### config.mk
export PLATFORM = sky130hd
export DESIGN_NAME = axi_read_arbiter_flat
export DESIGN_NICKNAME = d
export VERILOG_FILES = /design/src/rtl/axi_read_arbiter_pkg.sv /design/src/rtl/axi_read_if.sv /design/src/rtl/axi_read_arbiter_rr_arbiter2.sv /design/src/rtl/axi_read_arbiter.sv /design/src/flat_wrapper.sv
export SDC_FILE = /design/constraint.sdc
export NUM_CORES = 1
export LEC_CHECK = 0
export ABC_AREA = 1
export ABC_CLOCK_PERIOD_IN_PS = 3800
export CORE_AREA = 3 3 106 82
export CTS_CLUSTER_DIAMETER = 80
export CTS_CLUSTER_SIZE = 28
export DETAILED_ROUTE_END_ITERATION = 16
export DIE_AREA = 0 0 109 85
export HOLD_SLACK_MARGIN = 0.03
export PLACE_DENSITY = 0.86
export SKIP_CTS_REPAIR_TIMING = 1
export SYNTH_ARGS = -nofsm -noshare
export SYNTH_HDL_FRONTEND = slang
export SYNTH_HIERARCHICAL = 1
export SYNTH_SLANG_ARGS = --single-unit
### constraint.sdc
create_clock -name clk -period 3.8 [get_ports clk]
set_input_delay 0.38 -clock clk [delete_from_list [all_inputs] [get_ports clk]]
set_output_delay 0.38 -clock clk [all_outputs]
set_load 0.01 [all_outputs]
### src/rtl/axi_read_arbiter_pkg.sv
// Shared definitions for the two-master AXI read arbiter.
//   - AXI encodings reused by the cache refill engines
//   - arbiter FSM state type and requester count
//   - burst-length consistency helper used by the length checker
package axi_read_arbiter_pkg;

    localparam logic [2:0] AXI_SIZE_4B    = 3'b010;
    localparam logic [1:0] AXI_BURST_INCR = 2'b01;

    localparam int ARB_NUM_REQ = 2;

    typedef enum logic [1:0] {
        ARB_IDLE = 2'b00,
        ARB_AR   = 2'b01,
        ARB_R    = 2'b10
    } arb_state_t;

    // A handshaked beat is inconsistent when rlast does not coincide with the
    // beat whose zero-based index equals the accepted arlen.
    function automatic logic len_mismatch(input logic       last,
                                          input logic [7:0] cnt,
                                          input logic [7:0] len);
        logic bad;
        if (last) begin
            bad = (cnt != len);
        end else begin
            bad = (cnt == len);
        end
        return bad;
    endfunction

endpackage

### src/rtl/axi_read_if.sv
// AXI read-channel bundle (AR + R) shared by caches, arbiter and memory port.
//   master : drives the address channel and rready
//   self   : the responding side; drives arready and the R channel
interface axi_read_if #(
    parameter int ADDR_WIDTH = 32,
    parameter int DATA_WIDTH = 32
) ();
    logic [ADDR_WIDTH-1:0] araddr;
    logic [7:0]            arlen;
    logic [2:0]            arsize;
    logic [1:0]            arburst;
    logic                  arvalid;
    logic                  arready;
    logic [DATA_WIDTH-1:0] rdata;
    logic                  rvalid;
    logic                  rready;
    logic                  rlast;

    modport master (
        output araddr, arlen, arsize, arburst, arvalid, rready,
        input  arready, rdata, rvalid, rlast
    );

    modport self (
        input  araddr, arlen, arsize, arburst, arvalid, rready,
        output arready, rdata, rvalid, rlast
    );
endinterface

### src/rtl/axi_read_arbiter_rr_arbiter2.sv
// Two-way request picker: round-robin (PRIO_MODE=0) or fixed priority with
// requester 0 winning (PRIO_MODE=1).
//   clk, rst : clock, asynchronous active-high reset
//   req      : request vector {s1, s0}
//   advance  : pulses when the current owner finishes its burst
//   owner    : one-hot owner of the burst that is finishing
//   pick     : one-hot winner among the current requests (combinational)
module rr_arbiter2 #(
    parameter int PRIO_MODE = 0
) (
    input  logic       clk,
    input  logic       rst,
    input  logic [1:0] req,
    input  logic       advance,
    input  logic [1:0] owner,
    output logic [1:0] pick
);

    // ptr_r = 0 favours s0 on a tie, 1 favours s1.
    logic ptr_r;

    // Winner selection; a lone requester wins regardless of the pointer.
    always_comb begin
        pick = 2'b00;
        if (PRIO_MODE == 1) begin
            if (req[0]) begin
                pick = 2'b01;
            end else if (req[1]) begin
                pick = 2'b10;
            end else begin
                pick = 2'b00;
            end
        end else begin
            case (req)
                2'b01:   pick = 2'b01;
                2'b10:   pick = 2'b10;
                2'b11:   pick = ptr_r ? 2'b10 : 2'b01;
                default: pick = 2'b00;
            endcase
        end
    end

    // After a completed burst the tie preference moves to the other requester.
    always_ff @(posedge clk or posedge rst) begin
        if (rst) begin
            ptr_r <= 1'b0;
        end else if (advance && (PRIO_MODE == 0)) begin
            ptr_r <= (owner == 2'b01);
        end else begin
            ptr_r <= ptr_r;
        end
    end

endmodule

### src/rtl/axi_read_arbiter.sv
// Shares one memory-side AXI read port between two read masters (s0 = icache,
// s1 = dcache). One whole burst per grant; the grant is held from address
// accept until the rlast beat handshakes.
//   clk, rst : clock, asynchronous active-high reset
//   s0_if    : requester 0 (responding side of the bundle)
//   s1_if    : requester 1 (responding side of the bundle)
//   m_if     : memory-side read port (driving side of the bundle)
//   grant_o  : one-hot current owner, 0 when idle
//   busy_o   : high while an address or data phase is in progress
//   err_o    : sticky rlast/arlen inconsistency flag
module axi_read_arbiter
    import axi_read_arbiter_pkg::*;
#(
    parameter int ADDR_WIDTH = 32,
    parameter int DATA_WIDTH = 32,
    parameter int PRIO_MODE  = 0,
    parameter int LEN_CHECK  = 1
) (
    input  logic       clk,
    input  logic       rst,
    axi_read_if.self   s0_if,
    axi_read_if.self   s1_if,
    axi_read_if.master m_if,
    output logic [1:0] grant_o,
    output logic       busy_o,
    output logic       err_o
);

    arb_state_t            state_r;
    logic [1:0]            grant_r;
    logic [7:0]            len_r;
    logic [7:0]            beat_cnt_r;
    logic                  err_r;

    logic [1:0]            req_s;
    logic [1:0]            pick_s;
    logic                  ar_phase_s;
    logic                  r_phase_s;
    logic                  ar_hs_s;
    logic                  beat_s;
    logic                  last_s;
    logic [ADDR_WIDTH-1:0] m_araddr_s;
    logic [7:0]            m_arlen_s;
    logic [2:0]            m_arsize_s;
    logic [1:0]            m_arburst_s;
    logic                  m_arvalid_s;
    logic                  m_rready_s;

    assign req_s      = {s1_if.arvalid, s0_if.arvalid};
    assign ar_phase_s = (state_r == ARB_AR);
    assign r_phase_s  = (state_r == ARB_R);
    assign ar_hs_s    = ar_phase_s && m_arvalid_s && m_if.arready;
    assign beat_s     = r_phase_s && m_if.rvalid && m_rready_s;
    assign last_s     = beat_s && m_if.rlast;

    rr_arbiter2 #(
        .PRIO_MODE (PRIO_MODE)
    ) u_rr (
        .clk     (clk),
        .rst     (rst),
        .req     (req_s),
        .advance (last_s),
        .owner   (grant_r),
        .pick    (pick_s)
    );

    // Address-channel mux: only the granted requester reaches memory, and only
    // during the address phase, so m_if is quiet in every other state.
    always_comb begin
        m_araddr_s  = {ADDR_WIDTH{1'b0}};
        m_arlen_s   = 8'd0;
        m_arsize_s  = 3'd0;
        m_arburst_s = 2'd0;
        m_arvalid_s = 1'b0;
        if (ar_phase_s && grant_r[1]) begin
            m_araddr_s  = s1_if.araddr;
            m_arlen_s   = s1_if.arlen;
            m_arsize_s  = s1_if.arsize;
            m_arburst_s = s1_if.arburst;
            m_arvalid_s = s1_if.arvalid;
        end else if (ar_phase_s && grant_r[0]) begin
            m_araddr_s  = s0_if.araddr;
            m_arlen_s   = s0_if.arlen;
            m_arsize_s  = s0_if.arsize;
            m_arburst_s = s0_if.arburst;
            m_arvalid_s = s0_if.arvalid;
        end else begin
            m_arvalid_s = 1'b0;
        end
    end

    assign m_rready_s = r_phase_s && (grant_r[1] ? s1_if.rready : s0_if.rready);

    assign m_if.araddr  = m_araddr_s;
    assign m_if.arlen   = m_arlen_s;
    assign m_if.arsize  = m_arsize_s;
    assign m_if.arburst = m_arburst_s;
    assign m_if.arvalid = m_arvalid_s;
    assign m_if.rready  = m_rready_s;

    // Return paths: the loser always sees an idle, zeroed channel.
    assign s0_if.arready = ar_phase_s && grant_r[0] && m_if.arready;
    assign s1_if.arready = ar_phase_s && grant_r[1] && m_if.arready;
    assign s0_if.rvalid  = r_phase_s && grant_r[0] && m_if.rvalid;
    assign s1_if.rvalid  = r_phase_s && grant_r[1] && m_if.rvalid;
    assign s0_if.rlast   = r_phase_s && grant_r[0] && m_if.rlast;
    assign s1_if.rlast   = r_phase_s && grant_r[1] && m_if.rlast;
    assign s0_if.rdata   = (r_phase_s && grant_r[0]) ? m_if.rdata : {DATA_WIDTH{1'b0}};
    assign s1_if.rdata   = (r_phase_s && grant_r[1]) ? m_if.rdata : {DATA_WIDTH{1'b0}};

    // Arbitration FSM; grant_r doubles as the registered grant_o and is
    // cleared whenever the FSM returns to idle.
    always_ff @(posedge clk or posedge rst) begin
        if (rst) begin
            state_r    <= ARB_IDLE;
            grant_r    <= 2'b00;
            len_r      <= 8'd0;
            beat_cnt_r <= 8'd0;
        end else begin
            case (state_r)
                ARB_IDLE: begin
                    if (|req_s) begin
                        grant_r <= pick_s;
                        state_r <= ARB_AR;
                    end else begin
                        grant_r <= 2'b00;
                        state_r <= ARB_IDLE;
                    end
                end
                ARB_AR: begin
                    if (ar_hs_s) begin
                        len_r      <= m_arlen_s;
                        beat_cnt_r <= 8'd0;
                        state_r    <= ARB_R;
                    end else if (!m_arvalid_s) begin
                        // Withdrawn request: give up the grant, pointer untouched.
                        grant_r <= 2'b00;
                        state_r <= ARB_IDLE;
                    end else begin
                        state_r <= ARB_AR;
                    end
                end
                ARB_R: begin
                    if (beat_s) begin
                        beat_cnt_r <= beat_cnt_r + 8'd1;
                    end
                    if (last_s) begin
                        grant_r <= 2'b00;
                        state_r <= ARB_IDLE;
                    end
                end
                default: begin
                    grant_r <= 2'b00;
                    state_r <= ARB_IDLE;
                end
            endcase
        end
    end

    generate
        if (LEN_CHECK != 0) begin : g_len_chk
            // Sticky flag for an early or missing rlast; the FSM still exits on rlast.
            always_ff @(posedge clk or posedge rst) begin
                if (rst) begin
                    err_r <= 1'b0;
                end else if (beat_s && len_mismatch(m_if.rlast, beat_cnt_r, len_r)) begin
                    err_r <= 1'b1;
                end else begin
                    err_r <= err_r;
                end
            end
        end else begin : g_no_chk
            assign err_r = 1'b0;
        end
    endgenerate

    assign grant_o = grant_r;
    assign busy_o  = (state_r != ARB_IDLE);
    assign err_o   = err_r;

endmodule

### src/flat_wrapper.sv
// flat-port wrapper written by rule: the top's interface ports become plain ports
module axi_read_arbiter_flat import axi_read_arbiter_pkg::*;
#(
    parameter int ADDR_WIDTH = 32,
    parameter int DATA_WIDTH = 32,
    parameter int PRIO_MODE  = 0,
    parameter int LEN_CHECK  = 1
)
  (clk, rst, grant_o, busy_o, err_o, s0_if_araddr, s0_if_arlen, s0_if_arsize, s0_if_arburst, s0_if_arvalid, s0_if_rready, s0_if_arready, s0_if_rdata, s0_if_rvalid, s0_if_rlast, s1_if_araddr, s1_if_arlen, s1_if_arsize, s1_if_arburst, s1_if_arvalid, s1_if_rready, s1_if_arready, s1_if_rdata, s1_if_rvalid, s1_if_rlast, m_if_araddr, m_if_arlen, m_if_arsize, m_if_arburst, m_if_arvalid, m_if_rready, m_if_arready, m_if_rdata, m_if_rvalid, m_if_rlast);
  axi_read_if #(.ADDR_WIDTH(ADDR_WIDTH), .DATA_WIDTH(DATA_WIDTH)) s0_if_i ();
  axi_read_if #(.ADDR_WIDTH(ADDR_WIDTH), .DATA_WIDTH(DATA_WIDTH)) s1_if_i ();
  axi_read_if #(.ADDR_WIDTH(ADDR_WIDTH), .DATA_WIDTH(DATA_WIDTH)) m_if_i ();
  input  logic clk;
  input  logic rst;
  output logic [1:0] grant_o;
  output logic busy_o;
  output logic err_o;
  input wire logic [$bits(s0_if_i.araddr)-1:0] s0_if_araddr;
  input wire logic [$bits(s0_if_i.arlen)-1:0] s0_if_arlen;
  input wire logic [$bits(s0_if_i.arsize)-1:0] s0_if_arsize;
  input wire logic [$bits(s0_if_i.arburst)-1:0] s0_if_arburst;
  input wire logic [$bits(s0_if_i.arvalid)-1:0] s0_if_arvalid;
  input wire logic [$bits(s0_if_i.rready)-1:0] s0_if_rready;
  output wire logic [$bits(s0_if_i.arready)-1:0] s0_if_arready;
  output wire logic [$bits(s0_if_i.rdata)-1:0] s0_if_rdata;
  output wire logic [$bits(s0_if_i.rvalid)-1:0] s0_if_rvalid;
  output wire logic [$bits(s0_if_i.rlast)-1:0] s0_if_rlast;
  input wire logic [$bits(s1_if_i.araddr)-1:0] s1_if_araddr;
  input wire logic [$bits(s1_if_i.arlen)-1:0] s1_if_arlen;
  input wire logic [$bits(s1_if_i.arsize)-1:0] s1_if_arsize;
  input wire logic [$bits(s1_if_i.arburst)-1:0] s1_if_arburst;
  input wire logic [$bits(s1_if_i.arvalid)-1:0] s1_if_arvalid;
  input wire logic [$bits(s1_if_i.rready)-1:0] s1_if_rready;
  output wire logic [$bits(s1_if_i.arready)-1:0] s1_if_arready;
  output wire logic [$bits(s1_if_i.rdata)-1:0] s1_if_rdata;
  output wire logic [$bits(s1_if_i.rvalid)-1:0] s1_if_rvalid;
  output wire logic [$bits(s1_if_i.rlast)-1:0] s1_if_rlast;
  output wire logic [$bits(m_if_i.araddr)-1:0] m_if_araddr;
  output wire logic [$bits(m_if_i.arlen)-1:0] m_if_arlen;
  output wire logic [$bits(m_if_i.arsize)-1:0] m_if_arsize;
  output wire logic [$bits(m_if_i.arburst)-1:0] m_if_arburst;
  output wire logic [$bits(m_if_i.arvalid)-1:0] m_if_arvalid;
  output wire logic [$bits(m_if_i.rready)-1:0] m_if_rready;
  input wire logic [$bits(m_if_i.arready)-1:0] m_if_arready;
  input wire logic [$bits(m_if_i.rdata)-1:0] m_if_rdata;
  input wire logic [$bits(m_if_i.rvalid)-1:0] m_if_rvalid;
  input wire logic [$bits(m_if_i.rlast)-1:0] m_if_rlast;
  assign s0_if_i.araddr = s0_if_araddr;
  assign s0_if_i.arlen = s0_if_arlen;
  assign s0_if_i.arsize = s0_if_arsize;
  assign s0_if_i.arburst = s0_if_arburst;
  assign s0_if_i.arvalid = s0_if_arvalid;
  assign s0_if_i.rready = s0_if_rready;
  assign s0_if_arready = s0_if_i.arready;
  assign s0_if_rdata = s0_if_i.rdata;
  assign s0_if_rvalid = s0_if_i.rvalid;
  assign s0_if_rlast = s0_if_i.rlast;
  assign s1_if_i.araddr = s1_if_araddr;
  assign s1_if_i.arlen = s1_if_arlen;
  assign s1_if_i.arsize = s1_if_arsize;
  assign s1_if_i.arburst = s1_if_arburst;
  assign s1_if_i.arvalid = s1_if_arvalid;
  assign s1_if_i.rready = s1_if_rready;
  assign s1_if_arready = s1_if_i.arready;
  assign s1_if_rdata = s1_if_i.rdata;
  assign s1_if_rvalid = s1_if_i.rvalid;
  assign s1_if_rlast = s1_if_i.rlast;
  assign m_if_araddr = m_if_i.araddr;
  assign m_if_arlen = m_if_i.arlen;
  assign m_if_arsize = m_if_i.arsize;
  assign m_if_arburst = m_if_i.arburst;
  assign m_if_arvalid = m_if_i.arvalid;
  assign m_if_rready = m_if_i.rready;
  assign m_if_i.arready = m_if_arready;
  assign m_if_i.rdata = m_if_rdata;
  assign m_if_i.rvalid = m_if_rvalid;
  assign m_if_i.rlast = m_if_rlast;
  axi_read_arbiter #(.ADDR_WIDTH(ADDR_WIDTH), .DATA_WIDTH(DATA_WIDTH), .PRIO_MODE(PRIO_MODE), .LEN_CHECK(LEN_CHECK)) u_core (.clk(clk), .rst(rst), .s0_if(s0_if_i), .s1_if(s1_if_i), .m_if(m_if_i), .grant_o(grant_o), .busy_o(busy_o), .err_o(err_o));
endmodule
# Word level (Yosys, flattened, before mapping)
# Cells that the tools add are included.
# word_totals
ff_bits,22
out_inout_bits,121
elab_cells,72
# op_classes
addsub,1
eq_ne,13
n_mux,28
reduce_logical,24
# ops
operator,count
$mux W32,4
$mux W8,4
$pmux W2 S3,3
$logic_and A1 B1 Y1,17
$mux W2,8
$pmux W8 S2,1
$ne A2 B2 Y1 const B,5
$add A8 B1 Y8 const B,1
$eq A8 B8 Y1,1
$ne A8 B8 Y1,1
$eq A2 B1 Y1 const B,3
$eq A2 B2 Y1 const B,3
$mux W1,6
$mux W3,2
$reduce_and A3 Y1,2
$reduce_bool A2 Y1,2
$logic_not A2 Y1,1
$reduce_and A2 Y1,1
$reduce_or A2 Y1,1

# Longest topological paths before layout
# Gate-level depths: netlist (run 1).
# depth
word_depth,8
mapped_depth,10

# By module
# Netlist (run 1), hierarchy kept.
# modules_own_cells
mod,instances,cells_per_inst,area_per_inst_um2
axi_read_arbiter,1,451,2388.5
rr_arbiter2,1,10,67.6

# Worst setup path after synthesis (run 1)
# OpenSTA, ideal clock, no wires.
# synth_timing
path_kind,flip-flop to output port
start,register u_core.state_r[1]
end,output m_if_araddr[14]
arrival_ps,1392
required_time_ps,3420
path_slack_ps,2028
stages_incl_launch_ff,7
n_path_buf,2
cell_sequence,dfrtp_1 > inv_1 > ha_1 > nand2_1 > buf_6 > clkbuf_1 > o21ai_0
# synth_via
elab_chain_len,4
# synth_rtl
item,line_no,text
from (decl),axi_read_arbiter.sv:29,arb_state_t state_r;
from (signal assigned),axi_read_arbiter.sv:115,state_r <= ARB_IDLE;
from (signal assigned),axi_read_arbiter.sv:124,state_r <= ARB_AR;
from (signal assigned),axi_read_arbiter.sv:127,state_r <= ARB_IDLE;
$eq A2 B1 Y1 *,axi_read_arbiter.sv:50,assign ar_phase_s = (state_r == ARB_AR);
$logic_and A1 B1 Y1,axi_read_arbiter.sv:81,end else if (ar_phase_s && grant_r[0]) begin
$mux W32,axi_read_arbiter.sv:81,
$mux W32 *,axi_read_arbiter.sv:75,if (ar_phase_s && grant_r[1]) begin
to (decl),flat_wrapper.sv:38,output wire logic [$bits(m_if_i.araddr)-1:0] m_if_araddr;
# Mark *: on every way between the ends. The rest lies on a longest branch, timed or not.

# Final worst setup path (run 1)
# layout_timing
start,register u_core.state_r[0]
end,output s0_if_rdata[29]
# layout_via
elab_chain_len,3
# layout_rtl
item,line_no,text
$eq A2 B2 Y1,axi_read_arbiter.sv:51,assign r_phase_s = (state_r == ARB_R);
$logic_and A1 B1 Y1,axi_read_arbiter.sv:108,assign s0_if.rdata = (r_phase_s && grant_r[0]) ? m_if.rdata : {DATA_WIDTH{1'b0}};
$mux W32,axi_read_arbiter.sv:108,
to (decl),flat_wrapper.sv:25,output wire logic [$bits(s0_if_i.rdata)-1:0] s0_if_rdata;
# Every way passes these cells.

==> results of run 1 <==
## synthesized netlist by cell type (4+ instances only)
master / n / area (um^2)
nand4_1: 4 / 25.0
clkbuf_1: 14 / 52.6
o21ai_1: 26 / 130
xnor2_1: 5 / 43.8
nand3_1: 15 / 75.1
buf_2: 6 / 30.0
o21ai_0: 28 / 140
inv_1: 66 / 248
nor2_1: 84 / 315
ha_1: 4 / 50.1
nand2_1: 169 / 634
dfrtp_1: 22 / 551
## layer usage
metal,vias to the layer above,GRT usage [%]
met4,0,6.08
met2,157,43.8
li1,1855,-
met1,1663,23.9
met3,14,8.37
met5,-,0
## how the worst max path moves through the flow
stage	start	end	slack, ns
floorplan	u_core/state_r[1]	m_if_araddr[14]	2.03
global placement	u_core/state_r[0]	s1_if_rdata[7]	1.08
detailed placement	u_core/state_r[0]	s0_if_rdata[29]	0.99
CTS	u_core/state_r[1]	m_if_araddr[2]	0.70
global route	u_core/state_r[0]	s1_if_rdata[7]	0.44
finish	u_core/state_r[0]	s0_if_rdata[29]	0.67
## power by group through the flow
| stage | logic (mW) | clock network [mW] | registers [mW] |
|---|---|---|---|
| floorplan | 0.532 | 0 | 0.326 |
| global placement | 1.00 | 0 | 0.331 |
| detailed placement | 1.02 | 0 | 0.335 |
| CTS | 1.02 | 0.172 | 0.331 |
| global route | 1.13 | 0.181 | 0.337 |
| finish | 1.02 | 0.168 | 0.332 |
## registers in the layout, summed over array words and instances, names as in the netlist
register and flops:
u_core/state_r 2, u_core/err_o 1, u_core/len_r 8, u_core/grant_o 2, u_core/beat_cnt_r 8, u_core/u_rr/ptr_r 1
## layout make-up
cell class / instances / area (um^2) / share of cell area (%)
inverter: 69 / 260 / 5.15
sequential: 22 / 551 / 10.9
multi-input combinational: 348 / 1540 / 30.5
clock buffer: 4 / 55.1 / 1.09
timing repair buffer: 252 / 2520 / 49.8
tap: 105 / 131 / 2.60
## cell families after synthesis
family	Yosys count	share of synthesized area, %
xor gates and xnor gates	5	1.78
adders and majority gates	4	2.04
buffers and inverters	91	14.9
DFF	22	22.4
and+or+nand+nor	280	46.2
AOI/OAI and AO/OA	59	12.7
## through the flow
| step | instances | util, % | setup slack [ns] |
|---|---|---|---|
| detailed placement | 796 | 64.0 | 0.991 |
| floorplan | 461 | - | 2.03 |
| global route | 800 | 64.7 | 0.440 |
| global placement | 796 | 64.0 | 1.08 |
| finish | 800 | 64.7 | 0.674 |
| CTS | 800 | 64.7 | 0.696 |
==> results.py, run 1 <==
metrics = {
    "timing": {
        "fmax_mhz": 320,
        "hold_slack_ns": 0.281,
        "worst_pin_slew_ns": 1.13,
        "maxSlewViolCount": 0,
        "slew_headroom_pct": 24.8,
        "final.setup.tns_ns": 0,
        "post-route-period-util_pct": 82.3,
        "hold_viol_final": 0,
        "fin_crit_ns": 3.13,
        "skew_ns": 0.000944,
        "setup_viol": 0,
        "rsz0062_at_grt": "no",
    },
    "logic_synthesis": {
        "async_flop_share_pct": 100,
        "netlist_area_mm2": 0.00246,
        "ys.flop_type": "dfrtp_1",
        "ys_warn_count": 6,
        "ys_seq_elements": 22,
        "seq_area_frac_synth_pct": 22.4,
        "synth_nets": 596,
        "synth_edf_count": 0,
        "postSynthAreaPerCell_um2": 5.33,
        "synthCells": 461,
        "synth.distinct_cells": 25,
    },
    "hold_path": {
        "hp-class": "in2async",
    },
    "power": {
        "powerDensity_mw_per_mm2": 301,
        "vdd_drop_max_uv": 171,
        "internal_power_mw": 0.868,
        "switching_share_pct": 43.1,
        "clkPwrFrac_pct": 11.0,
        "pwr-share-seq_pct": 21.8,
        "p_switching_mw": 0.656,
        "total_power_mw": 1.52,
        "leakage_nw": 2.33,
        "power_frac_comb_pct": 67.2,
    },
    "floorplan": {
        "core_area_mm2": 0.00781,
        "die_w_um": 109,
        "fp-row-count": 28,
        "num_io_pins": 252,
        "die_area_mm2": 0.00927,
        "start_util_pct": 31.4,
        "fp.dieH_um": 85,
    },
    "clock_tree": {
        "cts_buffer_depth": 2,
        "clock-sinks": 22,
        "insertion_delay_ns": 0.26,
        "cts_tree": "yes",
        "clockRootBuffer": "clkbuf_8",
        "cts_buffers": 3,
        "htreeDepth": 1,
        "clkSlewWorstSetupHoldPaths_ns": 0.08,
    },
    "routing": {
        "routed_via_density": 4.61,
        "top_layer": "met4",
        "drtIter0Drc": 275,
        "final_antenna_net_count": 0,
        "drt-met1-wl_um": 4010,
        "vias": 3689,
        "drt_wl_total_um": 11300,
        "wl_met2_um": 5850,
        "route.met3.wl_um": 1190,
        "wl_per_cell_um": 14.1,
        "drc_errors": 0,
        "first_pass_iters": 4,
    },
    "cells_and_area": {
        "drive_gt1_share_pct": 2.16,
        "n_antenna_cell": 0,
        "final_common_cell": "clkdlybuf4s50_1",
        "fin_area_mm2": 0.00506,
        "nFillCells": 668,
        "layout_common_cells": "clkdlybuf4s50_1 (251), nand2_1 (169), nor2_1 (84)",
        "area_growth_pct": 106,
        "fin_nets": 831,
    },
    "job": {
        "cap_violations": 0,
    },
    "worst_setup_path": {
        "path_max_fanout": 34,
        "crit_family": "simple AND/OR/NAND/NOR gates",
        "path_cells": "inv_1, ha_1, nand2_1, nor2_1, clkdlybuf4s50_1",
        "cp.buffers_inverters": 2,
        "critPathKind": "reg2out",
        "reg2regPathDepth": 10,
        "worstSetupStartpointType": "register",
        "slowest_delay_ns": 0.70,
        "crit-reg2reg-launch": "u_core/state_r[1]",
        "cp-end-kind": "primary output",
        "arrival_ns": 2.75,
        "rrSetupSlack_ns": 1.47,
        "critical_path.slowest_cell": "nand2_1",
        "r2r_end": "u_core/beat_cnt_r[4]",
        "cp_num_cells": 5,
        "worstPathRequired_ns": 3.42,
    },
    "global_routing": {
        "grt_pass1_wl_um": 17200,
        "overflow": 0,
        "grt_max_degree": 47,
        "track_usage_pct": 23.2,
        "grt_pass1_vias": 3536,
        "antenna_found_initial": 0,
    },
    "place": {
        "dpl.hpwl_um": 9200,
        "io_buffers": 251,
        "post_dp_cell_area_mm2": 0.00500,
        "gp_congestion": 0.923,
    },
    "run_status": {
        "status": "completed",
    },
}
(Power assumes the default switching activity.)
==> run 2, diff against run 1 <==
ABC_CLOCK_PERIOD_IN_PS = 2550   (was 3800)
CORE_AREA = 3 3 115 89   (was 3 3 106 82)
DIE_AREA = 0 0 118 92   (was 0 0 109 85)
PLACE_DENSITY = 0.78   (was 0.86)
clock period = 2.55 ns   (was 3.8 ns; I/O delays follow)
==> results.py, run 2 (synthesis results as in run 1) <==
metrics = {
    "run_status": {
        "status": "completed",
    },
    "cells_and_area": {
        "n_antenna_cell": 0,
        "fin_util_pct": 58.2,
        "fin_area_mm2": 0.00531,
        "nFillCells": 864,
        "drive_gt1_share_pct": 3.69,
        "final_common_cell": "clkdlybuf4s50_1",
        "area_growth_pct": 116,
        "fin_nets": 840,
        "layout.cells.non_filler": 832,
        "biggestRegsByFlops": "u_core/beat_cnt_r: 8 flops, u_core/len_r: 8 flops",
        "layout_common_cells": "clkdlybuf4s50_1 (224), nand2_1 (167), nor2_1 (84)",
    },
    "timing": {
        "worst_pin_slew_ns": 0.835,
        "fin_crit_ns": 2.44,
        "hold_viol_final": 0,
        "post-route-period-util_pct": 95.8,
        "setup_slack_ns": 0.106,
        "rsz0062_at_grt": "no",
        "fmax_mhz": 409,
        "hold_slack_ns": 0.158,
        "setup_viol": 0,
        "maxSlewViolCount": 0,
        "slew_headroom_pct": 44.3,
        "skew_ns": 0.00196,
    },
    "place": {
        "dpl.hpwl_um": 9870,
        "dp_slack_ns": 0.215,
        "post_dp_cell_area_mm2": 0.00510,
        "io_buffers": 251,
        "gp_congestion": 0.880,
        "dp_cells": 825,
    },
    "power": {
        "leakage_nw": 2.89,
        "vdd_drop_max_uv": 270,
        "powerDensity_mw_per_mm2": 458,
    },
    "floorplan": {
        "start_util_pct": 26.9,
        "num_io_pins": 252,
        "die_area_mm2": 0.0109,
        "core_area_mm2": 0.00912,
        "fp.dieH_um": 92,
        "die_w_um": 118,
        "fp-row-count": 30,
    },
    "global_routing": {
        "antenna_found_initial": 0,
        "grt_pass1_wl_um": 18500,
        "track_usage_pct": 20.7,
        "grt_pass1_vias": 3657,
        "grt_max_degree": 41,
        "overflow": 0,
    },
    "routing": {
        "routed_via_density": 4.49,
        "first_pass_iters": 4,
        "drc_errors": 0,
        "drtIter0Drc": 171,
        "drt_wl_total_um": 12100,
        "vias": 3739,
        "final_antenna_net_count": 0,
        "wl_per_cell_um": 14.6,
    },
    "hold_path": {
        "hp-class": "in2async",
    },
    "worst_setup_path": {
        "path_cells": "inv_1, ha_1, buf_4, nand2_4, clkinv_4, clkbuf_16, nand2_1, o21ai_0, clkdlybuf4s50_1",
        "cp-end-kind": "primary output",
        "worstPathRequired_ns": 2.30,
        "path_max_fanout": 18,
        "critPathKind": "reg2out",
        "worstSetupStartpointType": "register",
        "arrival_ns": 2.19,
        "crit_family": "buffers and inverters",
        "slowest_delay_ns": 0.56,
        "critical_path.slowest_cell": "clkdlybuf4s50_1",
        "cp.buffers_inverters": 5,
    },
    "job": {
        "cap_violations": 0,
    },
    "clock_tree": {
        "cts_tree": "yes",
        "clock-sinks": 22,
        "clkSlewWorstSetupHoldPaths_ns": 0.06,
        "clockRootBuffer": "clkbuf_16",
        "cts_buffers": 3,
        "insertion_delay_ns": 0.25,
        "cts_buffer_depth": 2,
        "htreeDepth": 1,
    },
}
## run 2: where the power goes
part	total [mW]	switching (mW)	internal (mW)
registers	0.495	0.0651	0.430
clock network	0.369	0.129	0.240
logic	1.57	0.813	0.753
total	2.43	1.01	1.42
## run 2: final cells by class
type / count / area (um^2) / area share, %
Inverter: 69 / 264 / 4.97
Timing Repair inverter: 1 / 5.00 / 0.0943
Clock buffer: 4 / 88.8 / 1.67
Tap cell: 128 / 160 / 3.02
Multi-Input combinational cell: 348 / 1550 / 29.2
Timing Repair Buffer: 260 / 2690 / 50.7
Sequential cell: 22 / 551 / 10.4
## run 2: metrics by stage
step / setup TNS (ns) / power [mW]
floorplan: 0 / 1.28
global placement: 0 / 2.02
detailed placement: 0 / 2.05
CTS: -0.659 / 2.43
global route: 0 / 2.61
finish: 0 / 2.43
## run 2: per-layer routing
| layer | global-route usage (%) | share of wire (%) | vias up |
|---|---|---|---|
| met5 | 0 | 0 | - |
| li1 | - | - | 1873 |
| met1 | 23.0 | 38 | 1665 |
| met3 | 6.29 | 8.9 | 16 |
| met2 | 39.0 | 52 | 185 |
| met4 | 4.68 | 1.6 | 0 |
## run 2: worst paths after layout
kind | start | endpoint | slack, ns | depth (start not counted)
hold / removal | rst | u_core/u_rr/ptr_r | 0.16 | 2
min in group clk | u_core/err_o | u_core/err_o | 0.47 | 2
setup reg to reg | u_core/state_r[1] | u_core/beat_cnt_r[1] | 0.66 | 11
max in group asynchronous | rst | u_core/grant_o[0] | 1.54 | 2
setup / recovery | u_core/state_r[1] | m_if_araddr[13] | 0.11 | 9
hold reg to reg | u_core/err_o | u_core/err_o | 0.47 | 2
